File: src/rtl/widthadapt_pkg.sv
// Shared helpers for the width adapters: lane-index sizing and lane extraction.
// Used by both the 1-to-x packer and the x-to-1 unpacker.
package widthadapt_pkg;

    // Widest packed word any adapter instance may use.
    localparam int unsigned WA_MAX_WORD = 1024;

    // Lane-index width for a word of x lanes; never narrower than one bit.
    function automatic int unsigned lane_idx_w(input int unsigned x);
        return (x < 2) ? 1 : $clog2(x);
    endfunction

    // Returns lane idx (or its mirror when msb_first) in the low owidth bits.
    function automatic logic [WA_MAX_WORD-1:0] lane_sel(
        input logic [WA_MAX_WORD-1:0] word,
        input int unsigned            idx,
        input bit                     msb_first,
        input int unsigned            owidth,
        input int unsigned            x
    );
        int unsigned k;
        k = msb_first ? (x - 1 - idx) : idx;
        return word >> (k * owidth);
    endfunction

endpackage

File: src/rtl/simple_widthadapt_x_to_1.sv
// Wide-word to narrow-beat unpacker with a current + prefetch word buffer.
// Define WIDTHADAPT_X_TO_1_PARTIAL_EN to add i_beats (short words).
module simple_widthadapt_x_to_1
    import widthadapt_pkg::*;
#(
    parameter  int p_owidth    = 16,
    parameter  int p_x         = 8,
    parameter  int p_msb_first = 0,
    localparam int p_iwidth    = p_owidth * p_x,
    localparam int p_xw        = $clog2(p_x)
) (
    input  logic                i_clk,
    input  logic                i_rst_n,
    input  logic                i_valid,
    input  logic [p_iwidth-1:0] i_data,
`ifdef WIDTHADAPT_X_TO_1_PARTIAL_EN
    input  logic [p_xw:0]       i_beats,
`endif
    output logic                o_ready,
    output logic                o_valid,
    output logic [p_owidth-1:0] o_data,
    output logic                o_last,
    input  logic                i_ready
);

    typedef logic [lane_idx_w(p_x)-1:0] lane_idx_t;

    if (p_x < 2 || (p_x & (p_x - 1)) != 0) begin : g_bad_x
        $error("p_x must be a power of two, at least 2");
    end
    if (p_iwidth > WA_MAX_WORD) begin : g_bad_w
        $error("input word wider than WA_MAX_WORD");
    end

    logic                r_cur_valid;
    logic                r_nxt_valid;
    lane_idx_t           r_idx;
    logic [p_iwidth-1:0] r_cur;
    logic [p_iwidth-1:0] r_nxt;

    logic                w_in_xfer;
    logic                w_out_xfer;
    logic                w_last;
    logic                w_pop;
    lane_idx_t           w_cur_last;

`ifdef WIDTHADAPT_X_TO_1_PARTIAL_EN
    lane_idx_t           r_cur_last;
    lane_idx_t           r_nxt_last;
    lane_idx_t           w_in_last;

    // Zero or out-of-range counts mean a full word.
    always_comb begin
        w_in_last = lane_idx_t'(p_x - 1);
        if (i_beats != '0 && i_beats <= (p_xw + 1)'(p_x))
            w_in_last = lane_idx_t'(i_beats - 1'b1);
    end

    assign w_cur_last = r_cur_last;
`else
    assign w_cur_last = lane_idx_t'(p_x - 1);
`endif

    assign o_ready    = i_rst_n & ~r_nxt_valid;
    assign o_valid    = r_cur_valid;
    assign w_in_xfer  = i_valid & o_ready;
    assign w_out_xfer = r_cur_valid & i_ready;
    assign w_last     = r_cur_valid & (r_idx == w_cur_last);
    assign w_pop      = w_out_xfer & w_last;
    assign o_last     = w_last;
    assign o_data     = p_owidth'(lane_sel(WA_MAX_WORD'(r_cur), 32'(r_idx),
                                           p_msb_first != 0, p_owidth, p_x));

    always_ff @(posedge i_clk or negedge i_rst_n) begin
        if (!i_rst_n) begin
            r_cur_valid <= 1'b0;
            r_nxt_valid <= 1'b0;
            r_idx       <= '0;
        end else begin
            if (w_out_xfer)
                r_idx <= w_last ? '0 : r_idx + 1'b1;
            // A last-beat pop refills from the prefetch slot, else from the input.
            if (w_pop) begin
                if (r_nxt_valid)
                    r_nxt_valid <= 1'b0;
                else if (!w_in_xfer)
                    r_cur_valid <= 1'b0;
            end else if (w_in_xfer) begin
                if (!r_cur_valid)
                    r_cur_valid <= 1'b1;
                else
                    r_nxt_valid <= 1'b1;
            end
        end
    end

    always_ff @(posedge i_clk) begin
        if (w_pop && r_nxt_valid) begin
            r_cur      <= r_nxt;
`ifdef WIDTHADAPT_X_TO_1_PARTIAL_EN
            r_cur_last <= r_nxt_last;
`endif
        end else if (w_in_xfer && (w_pop || !r_cur_valid)) begin
            r_cur      <= i_data;
`ifdef WIDTHADAPT_X_TO_1_PARTIAL_EN
            r_cur_last <= w_in_last;
`endif
        end else if (w_in_xfer) begin
            r_nxt      <= i_data;
`ifdef WIDTHADAPT_X_TO_1_PARTIAL_EN
            r_nxt_last <= w_in_last;
`endif
        end
    end

endmodule

File: config.mk
export PLATFORM = sky130hd
export DESIGN_NAME = simple_widthadapt_x_to_1
export DESIGN_NICKNAME = d
export VERILOG_FILES = /design/src/rtl/widthadapt_pkg.sv /design/src/rtl/simple_widthadapt_x_to_1.sv
export SDC_FILE = /design/constraint.sdc
export NUM_CORES = 1
export LEC_CHECK = 0
export ABC_CLOCK_PERIOD_IN_PS = 31200
export CORE_MARGIN = 1.5
export CORE_UTILIZATION = 45
export DETAILED_ROUTE_END_ITERATION = 8
export PLACE_DENSITY = 0.67
export SETUP_SLACK_MARGIN = 0.5
export SLEW_MARGIN = 5
export SYNTH_ARGS = -nofsm -noshare
export SYNTH_HDL_FRONTEND = slang
export SYNTH_SLANG_ARGS = --single-unit
File: constraint.sdc
create_clock -name i_clk -period 31.2 [get_ports i_clk]
set_input_delay 4.68 -clock i_clk [delete_from_list [all_inputs] [get_ports i_clk]]
set_output_delay 4.68 -clock i_clk [all_outputs]
set_load 0.01 [all_outputs]
==> run metrics <==
status completed; largest family of logic cells by synthesized area multiplexers; Critical path origin i_rst_n; fin crit share 0.343; Die W 156 um; type of destination of the critical path output pin; worst slew pin tran around 1100 ps; GRT Residual Overflow 0; R2R Path End r_cur[114]; Num CTS Buffers 28; cts repair resizes 0; Cell Pwr Density ~76 nW/um^2; post-synth top area cell edfxtp_1; Worst Hold Class reg -> reg; GP Congestion between 0.7 and 0.8; total negative setup slack 0 ps; Synth Area in Simple Gates 0.00603; final instance area roughly 13000 sq um; Post-synth EDFFs between 200 and 300; via count around 5100; R2R depth 7; Initial Util 0.463; clk buf depth 3; Reg clk slew, reported paths 60 ps; Hold Path Origin r_nxt[76]; reg2reg setup slack 27050 ps; max cap viols 0; reg-to-reg startpoint r_idx[0]; Worst EP required about 27000 ps; most frequent CP cell clkdlybuf4s50_1; DRC 0; area fraction of the dominant cell type after synthesis 0.726; final wirelength just under 20000 um; Port-buffer cells 150; GR Util met1 0.218; Synth-to-Final Area Change 25.7%; worst skew pair latency 530 ps; Arr. time, crit path 6010 ps; Post-Place Cell Area between 10000 and 15000 sq um; Synth Area in Compound Gates 0.00201; adder-cell share of the synthesized area 0.00355; drt wl/cell between 20 and 25 um; most frequent cell after synthesis edfxtp_1; min cycle time layout between 10000 and 15000 ps; Setup CP Type in -> out; met3 Usage GRT 0.0432; Post-CTS Setup Inserts 0; Hold Path End r_cur[76]; CTS tree built; Critical Path Max Stage Delay between 600 and 700 ps; core area approximately 23000 sq um; Worst VDD drop ~0.052 mV; skew final between 15 and 20 ps; final setup fails 0; fraction of registers with async set/reset 0.0192; Syn Area/Cell between 20 and 25 sq um; I/O pin count 151; yosys warns 0; GR met2 Demand/Resource 0.270; CP Max Fanout 7; root buf cell clkbuf_16; synthesized cell area ~11000 sq um; Unique masters post-synth 22; H-tree levels 1; final count of hold timing violations 0; Synth top cells by count 256 x edfxtp_1, 148 x mux2_2, 29 x mux4_1; number of global-route vias before repair 5344; Die Footprint 24400 sq um; fin nets 780; Cell Rows 55; synthesized instance count 482; XOR/XNOR Fraction of Synth Area 0; Final Max Tran Viols 0; layout cells sized above 1 0.301; initial antenna violation count 1; Net Count, Synth between 600 and 700; global routing's busiest layer met2; Tot GR Track Use 0.164; count of state elements after synthesis about 260; largest net degree at the start of global routing 77; post-synthesis mux area share 0.236; Routed Antenna Nets 0; Via-to-Cell Ratio between 5 and 6; clk sinks 261; Die H about 160 um; Max Clk Rate just over 90 MHz; Max transition margin 0.251; CP max stage cell clkdlybuf4s50_1; Area contributors post-synth edfxtp_1 73%, mux2_2 16%, mux4_1 7.2%, dfrtp_1 1.2%, buf_2 0.71%; ant diodes 0; estimated wirelength of the detail-placed design 12200 um; Leak Pwr 0.00443 uW; Post-CTS Hold Fix Bufs 0; Top FF cell, synth edfxtp_1; first-pass GRT wire length 30100 um; crit path launch type input port; hold path depth 1; initial DRC count slightly below 300; RSZ-0062 raised after global routing false; chain of cells forming the critical path clkdlybuf4s50_1, nor2b_1, clkdlybuf4s50_1; sequential cell area fraction in the yosys report 0.738; First-pass DRT Iterations 4
## worst max-delay path: cells and delay by family
kind / cells / cell delay, ps
buf+inv: 2 / 1160
simple gates: 1 / 170
## layer usage
layer,part of all wire,up-vias
li1,-,2329
met1,0.44,2580
met2,0.48,149
met3,0.068,21
met4,0.010,2
met5,0.00066,-
## kinds of logic (layout without fill, tap and decap cells)
logic type,after synthesis,count (layout)
flip-flops,261,261
AND/OR/NAND/NOR,11,11
buffers and inverters,24,207
multiplexers,180,180
AO/OA/AOI/OAI,3,3
adder cells (fa/ha/maj),3,3
## cell usage in the layout (no fill, tap or decap), types with 2 or more instances in the layout
cell type,instances
clkbuf_16,29
mux4_1,29
nor2b_1,3
clkinv_4,2
bufinv_16,3
edfxtp_1,256
clkinv_1,4
clkdlybuf4s50_1,150
inv_6,2
clkinv_2,3
dfrtp_1,4
mux4_2,3
buf_4,7
ha_1,3
clkbuf_1,7
mux2_2,148
## power breakdown
part	switching (uW)	leakage (uW)	internal [uW]
Clock	130	0.000443	195
Combinational	99.5	0.00163	133
Sequential	26.0	0.00236	434
## worst max path at each step
| stage | end | depth (start not counted) |
|---|---|---|
| 3_5_place_dp | o_ready | 3 |
| 2_1_floorplan | r_cur[0] | 2 |
| 4_1_cts | o_ready | 3 |
| 5_1_grt | o_ready | 3 |
| 3_3_place_gp | o_ready | 3 |
| 6_report | o_ready | 3 |
## registers in the layout (all words and copies together), names as in the netlist
register / count
r_idx: 3
r_nxt_valid: 1
r_cur: 128
o_valid: 1
r_nxt: 128
## stage by stage
step                std cells  setup slack (ps)  utilization  total power, uW  hold WS [ps]
floorplan                 482             16640            -              617           525
global placement          928             20510        0.543              699           531
detailed placement        928             20500        0.543              705           533
CTS                       978             20500        0.582             1030           546
global route              978             20420        0.582             1060           558
finish                    978             20510        0.582             1020           544
## area by class of cell
type | count | area [sq um]
Fill cell | 1718 | 9540
Sequential cell | 261 | 7810
Multi-Input combinational cell | 197 | 2640
Timing Repair Buffer | 157 | 1550
Clock buffer | 36 | 752
Tap cell | 313 | 392
Clock inverter | 14 | 155
Power figures use the tool's default switching activity.
